$ cat src/rtl/lcd_writer.sv
// lcd_writer: HD44780 8-bit bus writer. Power-up delay, init sequence, then
// 18-byte two-line frames. Optional auto-refresh: `define LCD_AUTO_REFRESH_EN
// Ports: clk, rst_n (async low); start, out_x/out_y ("DD.F"), ball_x_lcd,
//        ball_y_lcd in; ready, done, lcd_rs, lcd_e, lcd_data out.
module lcd_writer #(
  parameter logic [23:0] POWERUP_CYC    = 24'd1_000_000,
  parameter logic [7:0]  E_HIGH_CYC     = 8'd24,
  parameter logic [15:0] CHAR_WAIT_CYC  = 16'd2_500,
  parameter logic [23:0] CLEAR_WAIT_CYC = 24'd100_000,
  parameter logic [23:0] REFRESH_CYC    = 24'd5_000_000
) (
  input  logic        clk,
  input  logic        rst_n,
  input  logic        start,
  input  logic [31:0] out_x,
  input  logic [31:0] out_y,
  input  logic [7:0]  ball_x_lcd,
  input  logic [7:0]  ball_y_lcd,
  output logic        ready,
  output logic        done,
  output logic        lcd_rs,
  output logic        lcd_e,
  output logic [7:0]  lcd_data
);

  typedef enum logic [1:0] {
    ST_PWR,
    ST_INIT,
    ST_IDLE,
    ST_FRAME
  } state_t;

  typedef enum logic [1:0] {
    PH_SETUP,
    PH_EHI,
    PH_WAIT
  } phase_t;

  localparam logic [23:0] PWR_LAST = POWERUP_CYC - 24'd1;
  localparam logic [23:0] EH_LAST  = {16'd0, E_HIGH_CYC} - 24'd1;
  localparam logic [23:0] CHR_LAST = {8'd0, CHAR_WAIT_CYC} - 24'd1;
  localparam logic [23:0] CLR_LAST = CLEAR_WAIT_CYC - 24'd1;

  state_t      state_q, state_d;
  phase_t      phase_q, phase_d;
  logic [23:0] cnt_q, cnt_d;
  logic [4:0]  idx_q, idx_d;
  logic        rs_q, rs_d;
  logic [7:0]  data_q, data_d;
  logic [31:0] sx_q, sx_d;
  logic [31:0] sy_q, sy_d;
  logic [7:0]  bx_q, bx_d;
  logic [7:0]  by_q, by_d;

  logic        go;
  logic [23:0] wait_last;
  logic        byte_end;
  logic        last_byte;
  logic [8:0]  next_byte;

  function automatic logic [8:0] init_byte(
    input logic [4:0] i
  );
    logic [8:0] b;
    b = 9'h001;
    case (i)
      5'd0:    b = 9'h038;
      5'd1:    b = 9'h00C;
      5'd2:    b = 9'h006;
      default: b = 9'h001;
    endcase
    return b;
  endfunction

  // {rs, data} of frame byte i, line 1 then line 2
  function automatic logic [8:0] frame_byte(
    input logic [4:0]  i,
    input logic [31:0] sx,
    input logic [31:0] sy,
    input logic [7:0]  bx,
    input logic [7:0]  by
  );
    logic [8:0] b;
    b = 9'h080;
    case (i)
      5'd0:    b = 9'h080;
      5'd1:    b = {1'b1, 8'h58};
      5'd2:    b = {1'b1, 8'h3A};
      5'd3:    b = {1'b1, sx[31:24]};
      5'd4:    b = {1'b1, sx[23:16]};
      5'd5:    b = {1'b1, sx[15:8]};
      5'd6:    b = {1'b1, sx[7:0]};
      5'd7:    b = {1'b1, 8'h20};
      5'd8:    b = {1'b1, bx};
      5'd9:    b = 9'h0C0;
      5'd10:   b = {1'b1, 8'h59};
      5'd11:   b = {1'b1, 8'h3A};
      5'd12:   b = {1'b1, sy[31:24]};
      5'd13:   b = {1'b1, sy[23:16]};
      5'd14:   b = {1'b1, sy[15:8]};
      5'd15:   b = {1'b1, sy[7:0]};
      5'd16:   b = {1'b1, 8'h20};
      5'd17:   b = {1'b1, by};
      default: b = 9'h080;
    endcase
    return b;
  endfunction

`ifdef LCD_AUTO_REFRESH_EN
  localparam logic [23:0] REF_LAST = REFRESH_CYC - 24'd1;

  logic [23:0] ref_q, ref_d;
  logic        ref_hit;

  // Counts consecutive IDLE cycles; any frame start clears it
  always_comb begin
    ref_hit = (state_q == ST_IDLE) && (ref_q == REF_LAST);
    go      = start | ref_hit;
    ref_d   = 24'd0;
    if (state_q == ST_IDLE && !go) begin
      ref_d = ref_q + 24'd1;
    end
  end

  always_ff @(posedge clk or negedge rst_n) begin
    if (!rst_n) begin
      ref_q <= 24'd0;
    end else begin
      ref_q <= ref_d;
    end
  end
`else
  always_comb begin
    go = start;
  end
`endif

  always_comb begin
    wait_last = CHR_LAST;
    if (!rs_q && data_q == 8'h01) begin
      wait_last = CLR_LAST;
    end
    byte_end = (phase_q == PH_WAIT) && (cnt_q == wait_last);
    if (state_q == ST_INIT) begin
      last_byte = (idx_q == 5'd3);
      next_byte = init_byte(idx_q + 5'd1);
    end else begin
      last_byte = (idx_q == 5'd17);
      next_byte = frame_byte(idx_q + 5'd1, sx_q, sy_q, bx_q, by_q);
    end
  end

  always_comb begin
    state_d = state_q;
    phase_d = phase_q;
    cnt_d   = cnt_q;
    idx_d   = idx_q;
    rs_d    = rs_q;
    data_d  = data_q;
    sx_d    = sx_q;
    sy_d    = sy_q;
    bx_d    = bx_q;
    by_d    = by_q;
    unique case (state_q)
      ST_PWR: begin
        if (cnt_q == PWR_LAST) begin
          state_d          = ST_INIT;
          phase_d          = PH_SETUP;
          cnt_d            = 24'd0;
          idx_d            = 5'd0;
          {rs_d, data_d}   = init_byte(5'd0);
        end else begin
          cnt_d = cnt_q + 24'd1;
        end
      end
      ST_IDLE: begin
        if (go) begin
          state_d        = ST_FRAME;
          phase_d        = PH_SETUP;
          cnt_d          = 24'd0;
          idx_d          = 5'd0;
          {rs_d, data_d} = {1'b0, 8'h80};
          sx_d           = out_x;
          sy_d           = out_y;
          bx_d           = ball_x_lcd;
          by_d           = ball_y_lcd;
        end
      end
      ST_INIT, ST_FRAME: begin
        unique case (phase_q)
          PH_SETUP: begin
            phase_d = PH_EHI;
            cnt_d   = 24'd0;
          end
          PH_EHI: begin
            if (cnt_q == EH_LAST) begin
              phase_d = PH_WAIT;
              cnt_d   = 24'd0;
            end else begin
              cnt_d = cnt_q + 24'd1;
            end
          end
          PH_WAIT: begin
            if (byte_end) begin
              phase_d = PH_SETUP;
              cnt_d   = 24'd0;
              if (last_byte) begin
                state_d = ST_IDLE;
                idx_d   = 5'd0;
              end else begin
                idx_d          = idx_q + 5'd1;
                {rs_d, data_d} = next_byte;
              end
            end else begin
              cnt_d = cnt_q + 24'd1;
            end
          end
          default: begin
            phase_d = PH_SETUP;
            cnt_d   = 24'd0;
          end
        endcase
      end
      default: begin
        state_d = ST_PWR;
        cnt_d   = 24'd0;
      end
    endcase
  end

  always_ff @(posedge clk or negedge rst_n) begin
    if (!rst_n) begin
      state_q <= ST_PWR;
      phase_q <= PH_SETUP;
      cnt_q   <= 24'd0;
      idx_q   <= 5'd0;
      rs_q    <= 1'b0;
      data_q  <= 8'h00;
      sx_q    <= 32'd0;
      sy_q    <= 32'd0;
      bx_q    <= 8'd0;
      by_q    <= 8'd0;
    end else begin
      state_q <= state_d;
      phase_q <= phase_d;
      cnt_q   <= cnt_d;
      idx_q   <= idx_d;
      rs_q    <= rs_d;
      data_q  <= data_d;
      sx_q    <= sx_d;
      sy_q    <= sy_d;
      bx_q    <= bx_d;
      by_q    <= by_d;
    end
  end

  always_comb begin
    ready    = (state_q == ST_IDLE);
    done     = (state_q == ST_FRAME) && byte_end && (idx_q == 5'd17);
    lcd_e    = (state_q == ST_INIT || state_q == ST_FRAME)
               && (phase_q == PH_EHI);
    lcd_rs   = rs_q;
    lcd_data = data_q;
  end

endmodule

$ cat config.mk
export PLATFORM = sky130hd
export DESIGN_NAME = lcd_writer
export DESIGN_NICKNAME = d
export VERILOG_FILES = /design/src/rtl/lcd_writer.sv
export SDC_FILE = /design/constraint.sdc
export NUM_CORES = 1
export LEC_CHECK = 0
export BUFFER_PORTS_ARGS = -buffer_cell sky130_fd_sc_hd__buf_2
export CAP_MARGIN = 30
export CORE_UTILIZATION = 25
export CTS_BUF_LIST = sky130_fd_sc_hd__clkbuf_8
export DETAILED_ROUTE_END_ITERATION = 7
export PLACE_DENSITY = 0.43
export SYNTH_ARGS = -nofsm -noshare
export SYNTH_HDL_FRONTEND = slang
export SYNTH_SLANG_ARGS = --single-unit
$ cat constraint.sdc
create_clock -name clk -period 2 [get_ports clk]
set_input_delay 0.4 -clock clk [delete_from_list [all_inputs] [get_ports clk]]
set_output_delay 0.4 -clock clk [all_outputs]
set_load 0.05 [all_outputs]
=== After elaboration in Yosys (flattened, before gate mapping) ===
Index checks and enable logic that the tools add are counted.

* Bits in registers: 122
* Latch bits: 0
* RAM bits: 0
* Memory bits (read-only): 0
* Input port bits: 83
* Output and inout port bits: 12
* Word-level logic and storage cells: 107
* Memories kept: 0

* $add $sub $neg: 2
* Multipliers: 0
* Divide/modulo/power cells: 0
* $lt $le $gt $ge: 0
* Eq/ne operators: 36
* Shift-type cells: 0
* Mux-type cells: 41
* Bitwise logic cells: 0
* Reductions and logical operators: 18

{| class="wikitable"
|+ Operators by type and width
! kind !! number
|-
| 9-bit case mux with 15 select lines || 1
|-
| 24-bit two-way mux || 4
|-
| 24-bit case mux with 3 select lines || 1
|-
| 24-bit case mux with 2 select lines || 1
|-
| 5-bit by 4-bit equality test with 1-bit output (second input constant) || 8
|-
| 8-bit two-way mux || 5
|-
| 5-bit two-way mux || 5
|-
| 24-bit by 1-bit adder with 24-bit output (second input constant) || 1
|-
| 24-bit by 20-bit equality test with 1-bit output (second input constant) || 1
|-
| 24-bit equality test || 1
|-
| 24-bit by 5-bit equality test with 1-bit output (second input constant) || 1
|-
| 8-bit case mux with 3 select lines || 1
|-
| 5-bit by 3-bit equality test with 1-bit output (second input constant) || 4
|-
| 2-bit two-way mux || 9
|-
| 2-bit case mux with 3 select lines || 3
|-
| 6-bit case mux with 3 select lines || 1
|-
| 17-bit two-way mux || 1
|-
| 5-bit by 2-bit equality test with 1-bit output (second input constant) || 3
|-
| 5-bit equality test (second input constant) || 3
|-
| 5-bit case mux with 3 select lines || 1
|-
| 2-bit inequality test (second input constant) || 6
|-
| 5-bit AND reduction || 2
|-
| 9-bit two-way mux || 1
|-
| 8-bit by 1-bit equality test with 1-bit output (second input constant) || 1
|-
| other kinds (15) || 32
|}

=== Depth between registers and ports, before layout ===
Gate-level depths: netlist (run 1).

* Word-level depth: 9
* Depth in mapped cells: 12
* Mapped depth without buffers: 9

=== Worst setup path after synthesis (run 1) ===
OpenSTA, ideal clock, no wires.

* Kind: register to output
* Start: register data_q[2] (netlist: lcd_data[2])
* End: output port done
* Arrival time: 2.413 ns
* Required time: 1.600 ns
* Slack: -0.813 ns
* Cell stages (with the launch flop): 6
* Buffers on the path: 0
* Cells stage by stage: dfrtp_1 > nor4_1 > nand3_1 > mux2i_1 > nand3_1 > nor3_1

* Word-level cells in the longest chain between the ends: 7

{| class="wikitable"
|+ RTL lines
! item !! RTL line !! RTL
|-
| start: declaration || 49 || <nowiki>logic [7:0] data_q, data_d;</nowiki>
|-
| start signal: assignment || 249 || <nowiki>data_q <= data_d;</nowiki>
|-
| 8-bit by 1-bit equality test with 1-bit output || 140 || <nowiki>if (!rs_q && data_q == 8'h01) begin</nowiki>
|-
| 1-bit logical AND || 140 ||
|-
| 17-bit two-way mux || 140 ||
|-
| 24-bit equality test || 143 || <nowiki>byte_end = (phase_q == PH_WAIT) && (cnt_q == wait_last);</nowiki>
|-
| 1-bit logical AND || 143 ||
|-
| 1-bit logical AND (2 in series) || 259 || <nowiki>done = (state_q == ST_FRAME) && byte_end && (idx_q == 5'd17);</nowiki>
|-
| end: declaration || 20 || <nowiki>output logic done,</nowiki>
|}

Every way passes these cells.

=== Final worst setup path (run 1) ===
* Start: register cnt_q[21]
* End: output port done

* Word-level cells in the longest chain between the ends: 4

{| class="wikitable"
|+ RTL lines
! item !! RTL line !! RTL
|-
| start: declaration || 46 || <nowiki>logic [23:0] cnt_q, cnt_d;</nowiki>
|-
| start signal: assignment || 246 || <nowiki>cnt_q <= cnt_d;</nowiki>
|-
| 24-bit equality test || 143 ||
|-
| 1-bit logical AND || 143 ||
|-
| 1-bit logical AND (2 in series) || 259 ||
|}

Every way passes these cells.

==> impl_metrics.yaml, run 1 <==
outcome:
  outcome: "complete, but fails checks"
  violations: "negative setup slack"
cells_and_area:
  multi_input_area_um2: 3640
  register_area_um2: 3060
  final_nets: 925
  nFillCells: 2595
  n_antenna_cell: 0
  design_area_um2: 9340
  final_layout_size_suffix_gt1_frac: 0.534
  area_growth_pct: 42.9
timing:
  final-setup-viol-count: 41
  final_max_slew_viol_count: 0
  rsz0062_at_grt: "yes"
  slew_headroom: 0.665
  fin_crit_sh: 1.23
  max_freq_ghz: 0.407
  worst_slack_ps: -459
  fin_worst_skew_ps: 16.4
  worst_pin_slew_ps: 502
  finalCriticalPeriod_ps: 2460
  finalHoldViolations: 0
clocking:
  cts.sinks: 122
  ctsRootBufferMaster: "clkbuf_8"
  cts_buffers: 17
  insertion_delay_ps: 450
  cts_tree: "yes"
  h-tree-depth: 4
  cts_buffer_depth: 2
  clk_pin_slew_ps: 80
critical_path:
  reg2reg_from: "idx_q[1]$_DFFE_PN0P_"
  crit_chain: "nor4_4 > nand4_1 > nor2_2 > nand3_2 > nor3_4 > buf_12"
  critPathCaptureType: "output port"
  cp_slowest_cell: "dfrtp_1"
  rr_worst_depth: 9
  criticalPathCategory: "reg2out"
  worstSetupEndpoint: "done"
  cp-start-kind: "flop"
  slowest_delay_ps: 410
  crit_cells: 6
  rrSetupSlack_ps: -350
  timing.rr.end: "lcd_data[0]$_DFFE_PN0P_"
  critical_path_arrival_ps: 2060
  crit_fanout: 2
  crit_start: "cnt_q[21]$_DFFE_PN0P_"
  path_buf_inv: 1
  cp_top_family: "simple AND/OR/NAND/NOR gates"
  critical_path_required_ps: 1600
yosys:
  yosysTopAreaCell: "dfrtp_1"
  yosys.cell_count.top_type: "dfrtp_1"
  synth_area_leaders: "dfrtp_1 47%, mux2_2 14%, nor2_1 2.9%, nand2_1 2.2%, nand3_1 1.8%"
  netlist_instances: 595
  netlist_top_cells_count: "122 x dfrtp_1, 80 x mux2_2, 51 x nor2_1, 39 x nand2_1, 23 x nand3_1"
  synthFlopType: "dfrtp_1"
  async_flop_share: 1.00
  yosysSeqAreaShare: 0.467
  synth_edf_count: 0
  synth_area_um2: 6530
  yosysUniqueCellTypes: 80
  synth-seq-cells: 122
  synth_area_per_cell_um2: 11.0
  ys_warn_count: 0
  syn-num-nets: 687
  synth_top_area_frac: 0.467
die:
  die_area_um2: 26800
  std_cell_rows: 58
  core_um2: 25400
  initial_core_util: 0.257
  die_y_um: 164
  boundaryPins: 95
  die_w_um: 164
grt:
  overflow: 0
  grt_max_degree: 55
  gr-usage-all-layers: 0.170
  grt_pass1_vias: 6160
  grt_pass1_wl_mm: 34.2
  antenna_found_initial: 0
drt:
  firstDrtPassIters: 4
  vias_per_cell: 4.76
  drc: 0
  wl_per_cell_um: 18.4
  drt_iter0_drc: 206
  num_vias: 5588
  antenna_left: 0
  wirelength_mm: 21.6
flow_run:
  cap_violations: 0
hold_path:
  hold_class: "in2reg"
placement:
  dp_hpwl_mm: 16.4
  gp_congestion: 0.828
  port_buffers: 94
  dpl-instance-area_um2: 8510
power:
  power_mw: 4.64
  cellPowerDensity_nw_per_um2: 497
  p_leak_nw: 4.44
  vdd_drop_max_mv: 0.304
-- metal layers --
metal,track usage,share of wire,vias up
met2,0.284,0.49,113
met3,0.0345,0.038,23
met5,0,0,-
met1,0.219,0.46,2782
met4,0.0509,0.015,0
li1,-,-,2670
-- worst reg2reg max path, stage by stage, from the launching register on --
cell	delay, ps
dfrtp_2	420
buf_6	130
ha_4	190
buf_6	130
or4b_4	540
o21ai_4	180
a21oi_2	60
o211ai_1	290
nor2_1	130
o221ai_1	170
-- flip-flops by register name, summed over array words and instances (netlist names) --
name	flops
by_q	8
sx_q	32
cnt_q	24
phase_q	2
sy_q	32
lcd_data	8
state_q	2
lcd_rs	1
bx_q	8
idx_q	5
-- how the worst min path moves through the flow --
| stage | from | endpoint | slack (ps) | depth (start not counted) |
|---|---|---|---|---|
| detailed placement | rst_n | cnt_q[10]$_DFFE_PN0P_ | 320 | 1 |
| floorplan | rst_n | bx_q[0]$_DFFE_PN0P_ | 100 | 0 |
| CTS | out_y[16] | sy_q[16]$_DFFE_PN0P_ | 150 | 2 |
| finish | out_y[1] | sy_q[1]$_DFFE_PN0P_ | 170 | 2 |
| global placement | rst_n | cnt_q[10]$_DFFE_PN0P_ | 300 | 1 |
| global route | out_y[28] | sy_q[28]$_DFFE_PN0P_ | 150 | 2 |
-- placed cells by master (no fill, tap or decap), drive strengths merged, types with 4 or more instances in the layout --
cell,n
a21oi,13
a22o,6
a22oi,11
a31oi,6
a32oi,12
and3,6
buf,252
clkbuf,17
clkinv,4
clkinvlp,4
dfrtp,122
ha,9
inv,17
mux2,80
mux2i,5
nand2,40
nand2b,6
nand3,24
nand3b,5
nand4,16
nor2,54
nor3,16
nor3b,4
nor4,5
o211ai,6
o21ai,15
o22ai,6
o31ai,5
or2,5
xnor2,11
xor2,13
-- cell type report --
type                            instances  area share
Clock inverter                         12      0.0115
Timing Repair Buffer                  253       0.195
Multi-Input combinational cell        425       0.390
Clock buffer                           17      0.0251
Tap cell                              330      0.0442
Sequential cell                       122       0.328
Inverter                               14     0.00617
-- stage by stage --
step / std cells / hold WS (ps) / util / TNS, ps / setup WS, ps
2_1_floorplan: 595 / 104 / - / -171 / -155
3_5_place_dp: 1121 / 316 / 0.335 / -8250 / -540
5_1_grt: 1173 / 146 / 0.368 / -15020 / -643
4_1_cts: 1166 / 150 / 0.362 / -8160 / -526
3_3_place_gp: 1121 / 305 / 0.335 / -8160 / -560
6_report: 1173 / 171 / 0.368 / -7180 / -459
-- cell families after synthesis --
kind of cell,count (synthesis),synth area share
muxes,85,0.146
DFF,122,0.467
AOI/OAI and AO/OA,112,0.138
and+or+nand+nor,195,0.160
xor gates and xnor gates,24,0.0379
buffers and inverters,48,0.0335
adders and majority gates,9,0.0172
-- where the power goes --
part | switching [mW] | leakage, nW | internal [mW] | total (mW)
Clock | 1.07 | 0.168 | 0.954 | 2.02
Combinational | 0.0818 | 2.66 | 0.0684 | 0.150
Sequential | 0 | 1.61 | 2.46 | 2.46
-- what timing repair did --
item / 4_1_cts / 5_1_grt
pin swaps: 31 / 8
resized for setup: 47 / 21
hold endpoints to repair: 17 / 0
hold buffers: 1 / 0
cloned: 0 / 0
setup endpoints to repair: 42 / 44
buffers inserted: 15 / 7
No activity file was read; power rests on OpenSTA's default activity.
==> inputs of run 2 (changes only) <==
Settings changed: PLACE_DENSITY 0.43 to default, PLACE_DENSITY_LB_ADDON from default to 0.1.
==> run 2 against run 1 <==
  * Critical path type unchanged
  * Via count is 0.38% higher
  * The flow still finishes with violations (negative setup slack)
  * Clock skew is 1.8 ps higher
  * Power is 3.9% higher
  * Hold slack worse by 14 ps
  * Non-clock buffer count is 10 higher
  * Largest power group unchanged
  * Sequential cell count stayed put
  * Sequential share of layout area is 0.70 points lower
  * First-iteration DRC count is 9.7% higher
==> impl_metrics.yaml, run 2 (synthesis results as in run 1) <==
hold_path:
  hold_end: "sy_q[10]$_DFFE_PN0P_"
  hold_class: "in2reg"
  whs_path_depth: 2
  hold_start: "out_y[10]"
clocking:
  cts_buffer_depth: 2
  ctsRootBufferMaster: "clkbuf_8"
  cts_buffers: 17
  insertion_delay_ps: 460
  clk_pin_slew_ps: 100
  cts_tree: "yes"
  cts.sinks: 122
  h-tree-depth: 4
placement:
  port_buffers: 94
  dpl-instance-area_um2: 8650
  dp_hpwl_mm: 16.8
  gp_congestion: 0.796
grt:
  grt_max_degree: 52
  grt_pass1_wl_mm: 34.5
  grt_use_met3: 0.0376
  gr-usage-all-layers: 0.173
  grt_pass1_vias: 6088
  use_met1: 0.222
  overflow: 0
  antenna_found_initial: 1
  gr-usage-met2: 0.288
  grt-busiest-layer: "met2"
timing:
  final-setup-viol-count: 41
  final_max_slew_viol_count: 0
  finalCriticalPeriod_ps: 2390
  rsz0062_at_grt: "yes"
  worst_pin_slew_ps: 540
  fin_crit_sh: 1.19
  max_freq_ghz: 0.419
  fin_worst_skew_ps: 18.2
  fin_tns_setup_ps: -9520
  worst_slack_ps: -386
  slew_headroom: 0.639
  hold_slack_ps: 157
  finalHoldViolations: 0
critical_path:
  crit_start: "cnt_q[21]$_DFFE_PN0P_"
  rrSetupSlack_ps: -380
  cp-start-kind: "flop"
  timing.rr.end: "lcd_data[7]$_DFFE_PN0P_"
  crit_fanout: 3
  critical_path_arrival_ps: 1990
  reg2reg_from: "idx_q[1]$_DFFE_PN0P_"
  rr_worst_depth: 10
  critPathCaptureType: "output port"
  critical_path_required_ps: 1600
  criticalPathCategory: "reg2out"
power:
  cellPowerDensity_nw_per_um2: 504
  vdd_drop_max_mv: 0.218
  p_leak_nw: 4.58
drt:
  drc: 0
  vias_per_cell: 4.73
  firstDrtPassIters: 5
  num_vias: 5609
  antenna_left: 0
  drt_iter0_drc: 226
  wirelength_mm: 22.0
  wl_per_cell_um: 18.5
cells_and_area:
  final_common_cell: "buf_4"
  nFillCells: 2597
  top_regs: "sx_q: 32 flops, sy_q: 32 flops, cnt_q: 24 flops"
  area_growth_pct: 46.2
  final_layout_size_suffix_gt1_frac: 0.553
  n_antenna_cell: 0
  final_nets: 935
  design_area_um2: 9550
  layout.cells.most_common_list: "143 x buf_4, 110 x dfrtp_1, 90 x buf_2"
die:
  die_y_um: 164
  core_um2: 25400
  boundaryPins: 95
  die_w_um: 164
  initial_core_util: 0.257
  die_area_um2: 26800
  std_cell_rows: 58
flow_run:
  cap_violations: 0
outcome:
  outcome: "complete, but fails checks"
  violations: "negative setup slack"
-- run 2: cell count changes in the layout (fill, tap and decap cells not counted), sizes merged --
cell      before  now
inv           17   22
clkinv         4    5
clkbuf        17   18
bufinv         1    0
buf          252  261
clkinvlp       4    2
-- run 2: worst max-delay path by stage --
stage	to	slack, ps	cells after the start
2_1_floorplan	done	-160	5
4_1_cts	done	-500	6
3_5_place_dp	lcd_data[7]$_DFFE_PN0P_	-470	11
6_report	done	-390	6
5_1_grt	done	-540	7
3_3_place_gp	lcd_data[7]$_DFFE_PN0P_	-450	10
-- run 2: where the power goes --
part,switching (mW),internal [mW]
clock network,1.28,0.928
registers,0,2.46
logic,0.0799,0.0694
-- run 2: critical path: stages, from the launching register on --
cell     delay (ps)
dfrtp_1         410
nor4_4          330
nand4_1         170
nor2_2          190
nand3_2         120
nor3_4          130
buf_6           180
-- run 2: area by class of cell --
| class | instances | area (um^2) | area share |
|---|---|---|---|
| well taps | 330 | 413 | 0.0432 |
| inverters | 14 | 55.1 | 0.00576 |
| repair buffers | 263 | 1940 | 0.204 |
| clock inverters | 15 | 154 | 0.0161 |
| clock buffers | 17 | 234 | 0.0245 |
| multi-input cells | 425 | 3680 | 0.386 |
| flip-flops and latches | 122 | 3070 | 0.321 |
-- run 2: per-layer routing --
layer	vias to the layer above	routed length [um]	share of wire
li1	2700	-	-
met1	2777	9760	0.44
met2	103	11000	0.50
met3	27	794	0.036
met4	2	358	0.016
met5	-	12	0.00055
-- run 2: repair_timing --
item / 4_1_cts / 5_1_grt
setup buffers: 17 / 3
gates resized for setup: 67 / 20
endpoints found under the setup margin: 42 / 43
hold endpoints to repair: 24 / 0
pin swaps: 35 / 17
cloned: 0 / 0
hold buffers: 1 / 0
-- run 2: through the flow --
step	setup slack (ps)	total power, mW	cells	utilization
2_1_floorplan	-155	2.52	595	-
3_3_place_gp	-445	2.67	1137	0.341
3_5_place_dp	-471	2.67	1137	0.341
4_1_cts	-500	4.91	1184	0.372
5_1_grt	-539	5.03	1186	0.376
6_report	-386	4.82	1186	0.376
